### config.mk
export PLATFORM = sky130hd
export DESIGN_NAME = m_ram_initiator
export DESIGN_NICKNAME = d
export VERILOG_FILES = /design/src/rtl/m_ram_initiator.sv
export SDC_FILE = /design/constraint.sdc
export NUM_CORES = 1
export LEC_CHECK = 0
export ABC_AREA = 1
export BUFFER_PORTS_ARGS = -buffer_cell sky130_fd_sc_hd__buf_2
export CORE_MARGIN = 4
export CORE_UTILIZATION = 50
export CTS_CLUSTER_DIAMETER = 150
export DETAILED_ROUTE_END_ITERATION = 10
export MAX_ROUTING_LAYER = met4
export PLACE_DENSITY = 0.78
export SLEW_MARGIN = 20
export SYNTH_ARGS = -nofsm -noshare
export SYNTH_HDL_FRONTEND = slang
export SYNTH_SLANG_ARGS = --single-unit
### constraint.sdc
create_clock -name CLK_I -period 1.84 [get_ports CLK_I]
set_input_delay 0.276 -clock CLK_I [delete_from_list [all_inputs] [get_ports CLK_I]]
set_output_delay 0.276 -clock CLK_I [all_outputs]
set_load 0.03 [all_outputs]
### src/rtl/m_ram_initiator.sv
// Single-outstanding initiator that turns core byte/half/word load-store requests
// into lane-aligned STB/WE/SEL bus cycles against the 64 KiB SRAM responder.
module m_ram_initiator #(
  parameter int TIMEOUT = 15
) (
  input  logic        CLK_I,
  input  logic        RST_I,
  input  logic        req_valid,
  output logic        req_ready,
  input  logic        req_we,
  input  logic [1:0]  req_size,
  input  logic        req_signed,
  input  logic [15:0] req_adr,
  input  logic [31:0] req_wdat,
  output logic        rsp_valid,
  output logic        rsp_err,
  output logic [31:0] rsp_rdat,
  output logic        STB_O,
  output logic        WE_O,
  output logic [3:0]  SEL_O,
  output logic [15:0] ADR_O,
  output logic [31:0] DAT_O,
  input  logic [31:0] DAT_I,
  input  logic        ACK_I
);

  // state | meaning
  // IDLE  | ready for a request, bus quiet
  // BUS   | strobe held until ACK_I or timeout
  // RESP  | one-cycle response pulse
  typedef enum logic [1:0] {ST_IDLE, ST_BUS, ST_RESP} state_t;

  localparam logic [7:0] TC = 8'(TIMEOUT - 1);

  state_t      state_q, state_d;
  logic [7:0]  cnt_q, cnt_d;
  logic [1:0]  size_q, size_d;
  logic        signed_q, signed_d;
  logic        stb_d, we_d;
  logic [3:0]  sel_d;
  logic [15:0] adr_d;
  logic [31:0] dat_d;
  logic        rsp_valid_d, rsp_err_d;
  logic [31:0] rsp_rdat_d;

  logic        illegal;
  logic [3:0]  req_sel;
  logic [31:0] req_dat;
  logic [4:0]  shamt;
  logic [31:0] rd_shift;
  logic [31:0] rd_ext;

  assign req_ready = (state_q == ST_IDLE);

  always_comb begin
    illegal = 1'b0;
    req_sel = 4'b1111;
    req_dat = req_wdat;
    case (req_size)
      2'b00: begin
        req_sel = 4'b0001 << req_adr[1:0];
        req_dat = {4{req_wdat[7:0]}};
      end
      2'b01: begin
        illegal = req_adr[0];
        req_sel = 4'b0011 << {req_adr[1], 1'b0};
        req_dat = {2{req_wdat[15:0]}};
      end
      2'b10: illegal = (req_adr[1:0] != 2'b00);
      default: illegal = 1'b1;
    endcase
  end

  // Lane extraction uses the latched size and the address still held on ADR_O
  always_comb begin
    shamt = 5'd0;
    case (size_q)
      2'b00:   shamt = {ADR_O[1:0], 3'b000};
      2'b01:   shamt = {ADR_O[1], 4'b0000};
      default: shamt = 5'd0;
    endcase
    rd_shift = DAT_I >> shamt;
    case (size_q)
      2'b00:   rd_ext = {{24{signed_q & rd_shift[7]}}, rd_shift[7:0]};
      2'b01:   rd_ext = {{16{signed_q & rd_shift[15]}}, rd_shift[15:0]};
      default: rd_ext = DAT_I;
    endcase
  end

  always_comb begin
    state_d     = state_q;
    cnt_d       = cnt_q;
    size_d      = size_q;
    signed_d    = signed_q;
    stb_d       = 1'b0;
    we_d        = 1'b0;
    sel_d       = 4'b0000;
    adr_d       = ADR_O;
    dat_d       = 32'd0;
    rsp_valid_d = 1'b0;
    rsp_err_d   = 1'b0;
    rsp_rdat_d  = 32'd0;
    case (state_q)
      ST_IDLE: begin
        cnt_d = 8'd0;
        if (req_valid) begin
          size_d   = req_size;
          signed_d = req_signed;
          if (illegal) begin
            state_d     = ST_RESP;
            rsp_valid_d = 1'b1;
            rsp_err_d   = 1'b1;
          end else begin
            state_d = ST_BUS;
            stb_d   = 1'b1;
            we_d    = req_we;
            sel_d   = req_sel;
            adr_d   = req_adr;
            dat_d   = req_we ? req_dat : 32'd0;
          end
        end
      end
      ST_BUS: begin
        if (ACK_I) begin
          state_d     = ST_RESP;
          rsp_valid_d = 1'b1;
          rsp_rdat_d  = WE_O ? 32'd0 : rd_ext;
        end else if (cnt_q == TC) begin
          state_d     = ST_RESP;
          rsp_valid_d = 1'b1;
          rsp_err_d   = 1'b1;
          cnt_d       = cnt_q + 8'd1;
        end else begin
          stb_d = 1'b1;
          we_d  = WE_O;
          sel_d = SEL_O;
          dat_d = DAT_O;
          cnt_d = cnt_q + 8'd1;
        end
      end
      ST_RESP: state_d = ST_IDLE;
      default: state_d = ST_IDLE;
    endcase
  end

  always_ff @(posedge CLK_I) begin
    if (RST_I) begin
      state_q   <= ST_IDLE;
      cnt_q     <= 8'd0;
      size_q    <= 2'b00;
      signed_q  <= 1'b0;
      STB_O     <= 1'b0;
      WE_O      <= 1'b0;
      SEL_O     <= 4'b0000;
      ADR_O     <= 16'd0;
      DAT_O     <= 32'd0;
      rsp_valid <= 1'b0;
      rsp_err   <= 1'b0;
      rsp_rdat  <= 32'd0;
    end else begin
      state_q   <= state_d;
      cnt_q     <= cnt_d;
      size_q    <= size_d;
      signed_q  <= signed_d;
      STB_O     <= stb_d;
      WE_O      <= we_d;
      SEL_O     <= sel_d;
      ADR_O     <= adr_d;
      DAT_O     <= dat_d;
      rsp_valid <= rsp_valid_d;
      rsp_err   <= rsp_err_d;
      rsp_rdat  <= rsp_rdat_d;
    end
  end

endmodule
==> key figures, run 1 <==
Clock tree
  • CTS buffer count: 9
  • Clk_lat worst skew: 370 ps
  • Clock Tree Buf Depth: 2
  • Clk root buf: clkbuf_8
  • Reg clk slew, reported paths: 100 ps
  • CTS tree: yes
  • H-tree Lvls: 3
  • TritonCTS sink count: 101

Die
  • Starting Density: 52.0%
  • Die Y: 107 µm
  • Die area: 0.0114 mm²
  • I/O pins: 177
  • Core Area: 0.00937 mm²
  • Chip width: 107 µm
  • Site Rows: 35

Route
  • DRC: 0
  • WL per Instance: 14.7 µm
  • Post-route ant nets: 0
  • Drt first pass iters: 5
  • Vias per inst: 5.27
  • Via count: 5,091
  • Starting DRT DRC Count: 237
  • Final wirelength: 14.2 mm

Worst setup path
  • Critical path class: register to output port
  • Critical path, cell by cell: nor2_4 > buf_6 > buf_2
  • Crit Path Max Fanout: 36
  • Slowest cell on crit path: dfxtp_1
  • Buf/Inv on CP: 2
  • Critical path required time: 1560 ps
  • Critical path's top delay family: buffers and inverters
  • Critical Path AT: 1420 ps
  • Critical Path Source Type: register
  • CP Capture Type: output port
  • CP max stage delay: 360 ps

GRT
  • GRT Total Usage: 25.2%
  • Grt total ovfl: 0
  • Vias in the first global route: 4,722
  • Initial antenna violation count: 0
  • Largest net degree at the start of global routing: 37
  • First-pass GRT wire length: 22.7 mm

Timing
  • Peak Freq: 0.588 GHz
  • Final setup fails: 0
  • Worst slew pin tran: 515 ps
  • Post-route clock period utilization: 92.4%
  • Final Skew: 10.3 ps
  • Relative slew slack: 65.7%
  • Slew Viols, Final: 0
  • Setup TNS: 0 ps
  • Minimum clock period: 1700 ps
  • Final hold viol count: 0
  • RSZ-0062 raised after global routing: false

Power and ir drop
  • Int Power: 3110 µW
  • Overall power: 4520 µW
  • P_leak: 0.00308 µW
  • Sw Ratio: 31.2%
  • Pwr Density: 761 mW/mm²
  • Logic pwr share: 18.6%
  • Clock Power Share: 30.8%
  • Sequential share of power: 50.7%
  • Max VDD drop: 0.402 mV
  • Psw: 1410 µW

Yosys
  • Area of the mapped netlist: 0.00488 mm²
  • Ys Warns: 0
  • Async set or reset register ratio after synthesis: 0%
  • Part of the Yosys area used for sequential elements: 41.5%
  • Number of synthesized register bits: 101
  • Gate Count Post-Synth: 673
  • Synth cell types: 37
  • Post-synth EDFFs: 0
  • Post-synthesis average cell area: 7.25 µm²
  • Main synth FF type: dfxtp_1
  • Syn_nets: 763

Layout
  • Most frequent cells in the layout: buf_2, nand2_1, dfxtp_1
  • Share of layout cells above drive strength 1: 29.9%
  • Footprint of the multi-input gates: 0.00229 mm²
  • Most common cell after layout, fill and taps aside: buf_2
  • Non-Filler Instances: 966
  • N_diodes: 0
  • Area Overhead vs Synth: 21.9%
  • Fillers: 896
  • Reg area: 0.00202 mm²
  • Final Net Count: 922

Placement
  • GP Congestion: 0.954
  • IO Port Bufs: 176
  • Dpl cells: 950
  • Hpwl dp: 10.7 mm

Hold path
  • Hold Path Class: primary input to register

Flow run
  • MaxCap Viol Count: 0

Run status
  • Status: complete, no violations
[stage by stage]
stage	hold slack (ps)	setup slack (ps)	instance area [µm²]	util [%]
after floorplan	419	260	4880	-
after global placement	429	176	5740	61.2
after detailed placement	438	63.1	5740	61.2
after CTS	131	37.1	5930	63.3
after global routing	154	40.1	5940	63.4
final	149	139	5940	63.4
[final cells by class]
cell class / count / share of cell area (%)
clock buffer: 11 / 2.55
clock inverter: 5 / 0.716
inverter: 74 / 4.76
multi-input combinational: 458 / 38.6
sequential: 101 / 34.0
tap: 129 / 2.72
timing repair buffer: 188 / 16.6
[flip-flops by register name, summed over array words and instances (netlist names)]
signal,count
ADR_O,16
size_q,2
STB_O,1
SEL_O,4
DAT_O,32
rsp_rdat,32
rsp_valid,1
WE_O,1
rsp_err,1
state_q,2
signed_q,1
cnt_q,8
[timing repair]
item	4_1_cts	5_1_grt
setup endpoints to repair	0	17
setup buffers	0	0
gates resized for setup	0	3
hold buffers	0	0
[path summary, 6_finish.rpt]
| check | cells past startpoint | endpoint | slack (ps) | startpoint |
|---|---|---|---|---|
| worst min register to register | 2 | ADR_O[3] | 450 | ADR_O[3] |
| worst max-delay path | 3 | req_ready | 140 | state_q[1] |
| worst max register to register | 8 | DAT_O[24] | 200 | cnt_q[0] |
| worst min-delay path | 3 | signed_q | 150 | req_signed |
[worst reg2reg max path, cell delays in order (launching register included)]
cell and delay, ps:
dfxtp_1 350, inv_1 80, ha_1 140, nand4_1 160, nand2_2 160, clkinv_2 250, buf_12 250, nand2_1 60
a21oi_1 60
[cells in the mapped netlist, drive strengths merged, types with 5 or more instances]
cell type,instances,area share (%)
nand2,172,14
dfxtp,101,41
nand3,91,11
inv,72,5.6
a21oi,69,7.2
nor2,47,4.7
o21ai,40,4.2
buf,25,4.6
clkbuf,15,1.2
nand4,9,1.2
nor3,8,0.82
o22ai,5,0.64
or2,5,0.64
[layer usage]
layer / track usage [%] / vias to the layer above / wire length (µm)
li1: - / 2498 / -
met1: 31.0 / 2319 / 5840
met2: 42.5 / 249 / 6840
met3: 3.55 / 25 / 1210
met4: 9.04 / 0 / 306
met5: - / - / 0
[cell families (layout without fill, tap and decap cells)]
logic type      Yosys count  in the layout  synth area share, %
compound gates          122            122                 13.2
fa+ha+maj                 2              2                0.513
buf+inv                 114            278                 11.7
flops                   101            101                 41.5
simple gates            334            334                 33.2
[power groups by stage]
stage | combinational (µW) | clock [µW] | sequential (µW)
finish | 840 | 1390 | 2290
global route | 922 | 1520 | 2300
CTS | 834 | 1430 | 2290
detailed placement | 831 | 0 | 2340
global placement | 817 | 0 | 2340
floorplan | 480 | 0 | 2440
Note: power is estimated with default switching activity, not from simulation.
==> run 2, diff against run 1 <==
- CTS_BUF_LIST: unset -> sky130_fd_sc_hd__clkbuf_16
==> run 2 against run 1 <==
  * Wire length is 1.4% higher
  * Setup slack worse by 54 ps
  * Clock-buffer cell count is 2 lower
  * Sequential power hardly changed
  * Sequential cell count stayed put
  * Final area is 1.6% higher
  * Largest power group unchanged
  * Highest routed layer unchanged
==> key figures, run 2 (synthesis gave the netlist of run 1 again) <==
Layout
  • N_diodes: 0
  • Most common cell after layout, fill and taps aside: buf_2
  • Most frequent cells in the layout: buf_2, nand2_1, dfxtp_1
  • Share of layout cells above drive strength 1: 29.7%
  • Area Overhead vs Synth: 23.9%
  • Largest regs: DAT_O x32, rsp_rdat x32, ADR_O x16
  • Non-Filler Instances: 967
  • Final Net Count: 923
  • Final Util: 64.4%

Route
  • Top layer in use: met4
  • WL met2: 6.85 mm
  • DRC: 0
  • Post-route ant nets: 0
  • Met3 Wirelength: 1.14 mm
  • Via count: 5,134
  • WL per Instance: 14.9 µm
  • Drt first pass iters: 5
  • Starting DRT DRC Count: 171
  • Vias per inst: 5.31
  • Final wirelength: 14.4 mm
  • Metal1 wirelength: 6.02 mm

Worst setup path
  • Critical path's top delay family: buffers and inverters
  • CP max stage delay: 360 ps
  • Critical path, cell by cell: nor2_4 > buf_4 > buf_2
  • CP Capture Type: output port
  • Critical Path AT: 1480 ps
  • Crit Path Max Fanout: 36
  • Reg2reg setup slack: 210 ps
  • Worst Reg2Reg Path Length in Cells: 8
  • Critical path required time: 1560 ps
  • RR Endpoint: DAT_O[24]
  • Critical path class: register to output port
  • Critical Path Source Type: register
  • RR Startpoint: cnt_q[0]
  • Buf/Inv on CP: 2
  • Slowest cell on crit path: buf_4

Die
  • Chip width: 107 µm
  • Site Rows: 35
  • Die area: 0.0114 mm²
  • Starting Density: 52.0%
  • Core Area: 0.00937 mm²
  • Die Y: 107 µm
  • I/O pins: 177

Power and ir drop
  • Pwr Density: 813 mW/mm²
  • Overall power: 4910 µW
  • P_leak: 0.00313 µW
  • Max VDD drop: 0.556 mV

Clock tree
  • Clk root buf: clkbuf_16
  • TritonCTS sink count: 101
  • CTS tree: yes
  • Clock Tree Buf Depth: 2
  • Clk_lat worst skew: 350 ps
  • Reg clk slew, reported paths: 70 ps
  • Post-CTS Hold Fix Bufs: 0
  • H-tree Lvls: 3
  • CTS buffer count: 9

Hold path
  • Hold Path Sink: signed_q
  • Worst hold path depth: 3
  • Hold path start: req_signed
  • Hold Path Class: primary input to register

Timing
  • Final setup fails: 0
  • Minimum clock period: 1750 ps
  • Slew Viols, Final: 0
  • Peak Freq: 0.570 GHz
  • Final Skew: 10.6 ps
  • Post-route clock period utilization: 95.3%
  • RSZ-0062 raised after global routing: false
  • Relative slew slack: 65.5%
  • Worst slew pin tran: 516 ps
  • Final hold viol count: 0
  • Setup TNS: 0 ps

GRT
  • First-pass GRT wire length: 22.7 mm
  • Grt total ovfl: 0
  • Vias in the first global route: 4,743
  • GRT Total Usage: 25.2%
  • Initial antenna violation count: 0
  • Largest net degree at the start of global routing: 37

Run status
  • Status: complete, no violations

Placement
  • IO Port Bufs: 176
  • GP Congestion: 0.954
  • Dpl cells: 950
  • Hpwl dp: 10.7 mm

Flow run
  • MaxCap Viol Count: 0
[run 2: cell count changes in the layout (fill, tap and decap cells not counted), sizes merged]
cell	before	now
nand3b	1	2
clkbuf	11	9
clkinv	4	6
[run 2: power by group]
part | leakage, µW | switching, µW | internal (µW)
registers | 0.000819 | 43.7 | 2250
clock network | 0.000131 | 850 | 923
logic | 0.00218 | 565 | 281
total | 0.00313 | 1460 | 3450
[run 2: worst max path at each step]
stage	endpoint	start	cells past startpoint
global route	req_ready	state_q[1]	3
CTS	rsp_rdat[25]	size_q[1]	8
detailed placement	rsp_rdat[23]	size_q[1]	8
floorplan	rsp_rdat[27]	ADR_O[1]	9
global placement	rsp_rdat[22]	size_q[1]	8
finish	req_ready	state_q[1]	3
[run 2: metrics by stage]
stage                     area (µm²)  hold WS [ps]  setup slack, ps
after detailed placement        5740           438             63.1
after CTS                       6010           175             31.2
final                           6040           183             85.6
after global placement          5740           429              176
after floorplan                 4880           419              260
after global routing            6040           199             27.3
[run 2: area by class of cell]
| type | count | area (µm²) |
|---|---|---|
| multi-input cells | 459 | 2310 |
| repair buffers | 188 | 983 |
| clock buffers | 9 | 225 |
| well taps | 129 | 161 |
| clock inverters | 7 | 50.0 |
| flip-flops and latches | 101 | 2020 |
| inverters | 74 | 283 |
| fillers | 878 | 3330 |
[run 2: timing repair]
action,CTS,global route
setup buffers,0,0
endpoints found under the setup margin,0,16
resized for setup,0,3
[run 2: worst min-delay path, stage by stage]
cell and delay [ps]:
buf_2 100, nand2_1 50, a21oi_1 50
[run 2: layer usage]
metal | track usage [%] | vias up
met5 | - | -
met4 | 8.40 | 0
met3 | 4.70 | 29
met2 | 42.3 | 243
met1 | 30.8 | 2354
li1 | - | 2508
==> run 3, diff against run 2 <==
- CORE_UTILIZATION: 50 -> 54
- PLACE_DENSITY: 0.78 -> 0.83
- clock period: 1.84 -> 2.25 ns (I/O delays scaled with it)
==> run 3 against run 2 <==
  * Non-clock buffer count down 2
  * Hold slack improved by 65 ps
  * Sequential cell count unchanged
  * Combinational power is 20% lower
  * Wire length fell by 1.4%
  * Setup slack gained 350 ps
  * Clock skew decreased by 4.3 ps
  * Final cell count shrank 2.6%
  * Final area down 0.77%
  * Critical path type unchanged
  * Total power fell by 14%
==> key figures, run 3 (synthesis gave the netlist of run 1 again) <==
Run status
  • Status: complete, no violations

Clock tree
  • Clk_lat worst skew: 340 ps
  • Clock Tree Buf Depth: 2
  • CTS buffer count: 9
  • CTS tree: yes
  • H-tree Lvls: 3
  • Setup bufs post-CTS: 0
  • Clk root buf: clkbuf_16
  • Reg clk slew, reported paths: 70 ps
  • TritonCTS sink count: 101
  • Post-cts resize count: 0
  • Post-CTS Hold Fix Bufs: 0

Timing
  • Worst slew pin tran: 695 ps
  • Slew Viols, Final: 0
  • RSZ-0062 raised after global routing: false
  • Relative slew slack: 53.5%
  • Hold_ws: 249 ps
  • Final Skew: 6.28 ps
  • Final hold viol count: 0
  • Minimum clock period: 1810 ps
  • Worst Slack Setup Final: 438 ps
  • Setup TNS: 0 ps
  • Post-route clock period utilization: 80.5%
  • Final setup fails: 0
  • Peak Freq: 0.552 GHz

Route
  • Final wirelength: 14.2 mm
  • Post-route ant nets: 0
  • Via count: 5,033
  • Vias per inst: 5.34
  • Starting DRT DRC Count: 261
  • DRC: 0
  • Drt first pass iters: 5
  • WL per Instance: 15.1 µm

Power and ir drop
  • P_leak: 0.00312 µW
  • Overall power: 4220 µW
  • Max VDD drop: 0.414 mV
  • Pwr Density: 704 mW/mm²

Placement
  • IO Port Bufs: 176
  • GP Congestion: 0.913
  • Pre-CTS setup slack: 482 ps
  • Hpwl dp: 10.5 mm
  • Dpl cells: 927

Worst setup path
  • Setup crit end: req_ready
  • Worst Reg2Reg Path Length in Cells: 8
  • Crit Path Max Fanout: 36
  • Critical path, cell by cell: nor2_4 > buf_4 > buf_2
  • Reg2reg setup slack: 470 ps
  • CP max stage delay: 360 ps
  • RR Endpoint: DAT_O[1]
  • Critical path required time: 1910 ps
  • RR Startpoint: cnt_q[0]
  • Slowest cell on crit path: dfxtp_1
  • Critical Path Source Type: register
  • CP Capture Type: output port
  • Critical Path AT: 1470 ps
  • Critical path class: register to output port
  • Crit path from: state_q[1]

Die
  • I/O pins: 177
  • Site Rows: 34
  • Chip width: 103 µm
  • Starting Density: 55.6%
  • Core Area: 0.00876 mm²
  • Die area: 0.0106 mm²
  • Die Y: 103 µm

Layout
  • N_diodes: 0
  • Largest regs: DAT_O x32, rsp_rdat x32, ADR_O x16
  • Final Net Count: 920
  • Area Overhead vs Synth: 22.9%
  • Most frequent cells in the layout: buf_2, nand2_1, dfxtp_1
  • Non-Filler Instances: 942
  • Most common cell after layout, fill and taps aside: buf_2
  • Share of layout cells above drive strength 1: 29.4%

GRT
  • Vias in the first global route: 4,613
  • Grt total ovfl: 0
  • Largest net degree at the start of global routing: 37
  • GRT Total Usage: 27.1%
  • First-pass GRT wire length: 22.3 mm
  • Initial antenna violation count: 0

Hold path
  • Hold Path Class: primary input to register

Flow run
  • MaxCap Viol Count: 0
run 3: metrics by stage:
step | util, % | cell area [µm²]
5_1_grt | 68.4 | 5990
6_report | 68.4 | 5990
2_1_floorplan | - | 4880
3_3_place_gp | 64.8 | 5680
3_5_place_dp | 64.8 | 5680
4_1_cts | 68.4 | 5990
run 3: cell type report:
type                       instances  area [µm²]
fill                             754        2770
tap                              108         135
clock buffer                       9         225
clock inverter                     6        86.3
inverter                          74         283
multi-input combinational        458        2290
sequential                       101        2020
timing repair buffer             186         956
run 3: worst min-delay path by stage:
stage,from,end,cells after the start
floorplan,cnt_q[0],cnt_q[0],1
global placement,ADR_O[2],ADR_O[2],2
detailed placement,ADR_O[7],ADR_O[7],2
CTS,req_signed,signed_q,3
global route,req_signed,signed_q,3
finish,req_signed,signed_q,3
run 3: routing by layer:
layer / up-vias / track usage [%] / wire (µm)
li1: 2494 / - / -
met3: 23 / 3.52 / 1340
met4: 0 / 8.07 / 228
met2: 229 / 45.2 / 6860
met5: - / - / 0
met1: 2287 / 34.3 / 5760
run 3: power breakdown:
part / internal, µW / total [µW] / switching, µW / leakage (µW)
Sequential: 1840 / 1870 / 35.7 / 0.000819
Combinational: 224 / 678 / 454 / 0.00215
Clock: 970 / 1670 / 696 / 0.000153
run 3: critical path, delay by kind of cell (launching register included):
family	cells	cell delay, ps
DFF	1	360
buffers and inverters	2	630
and+or+nand+nor	1	140
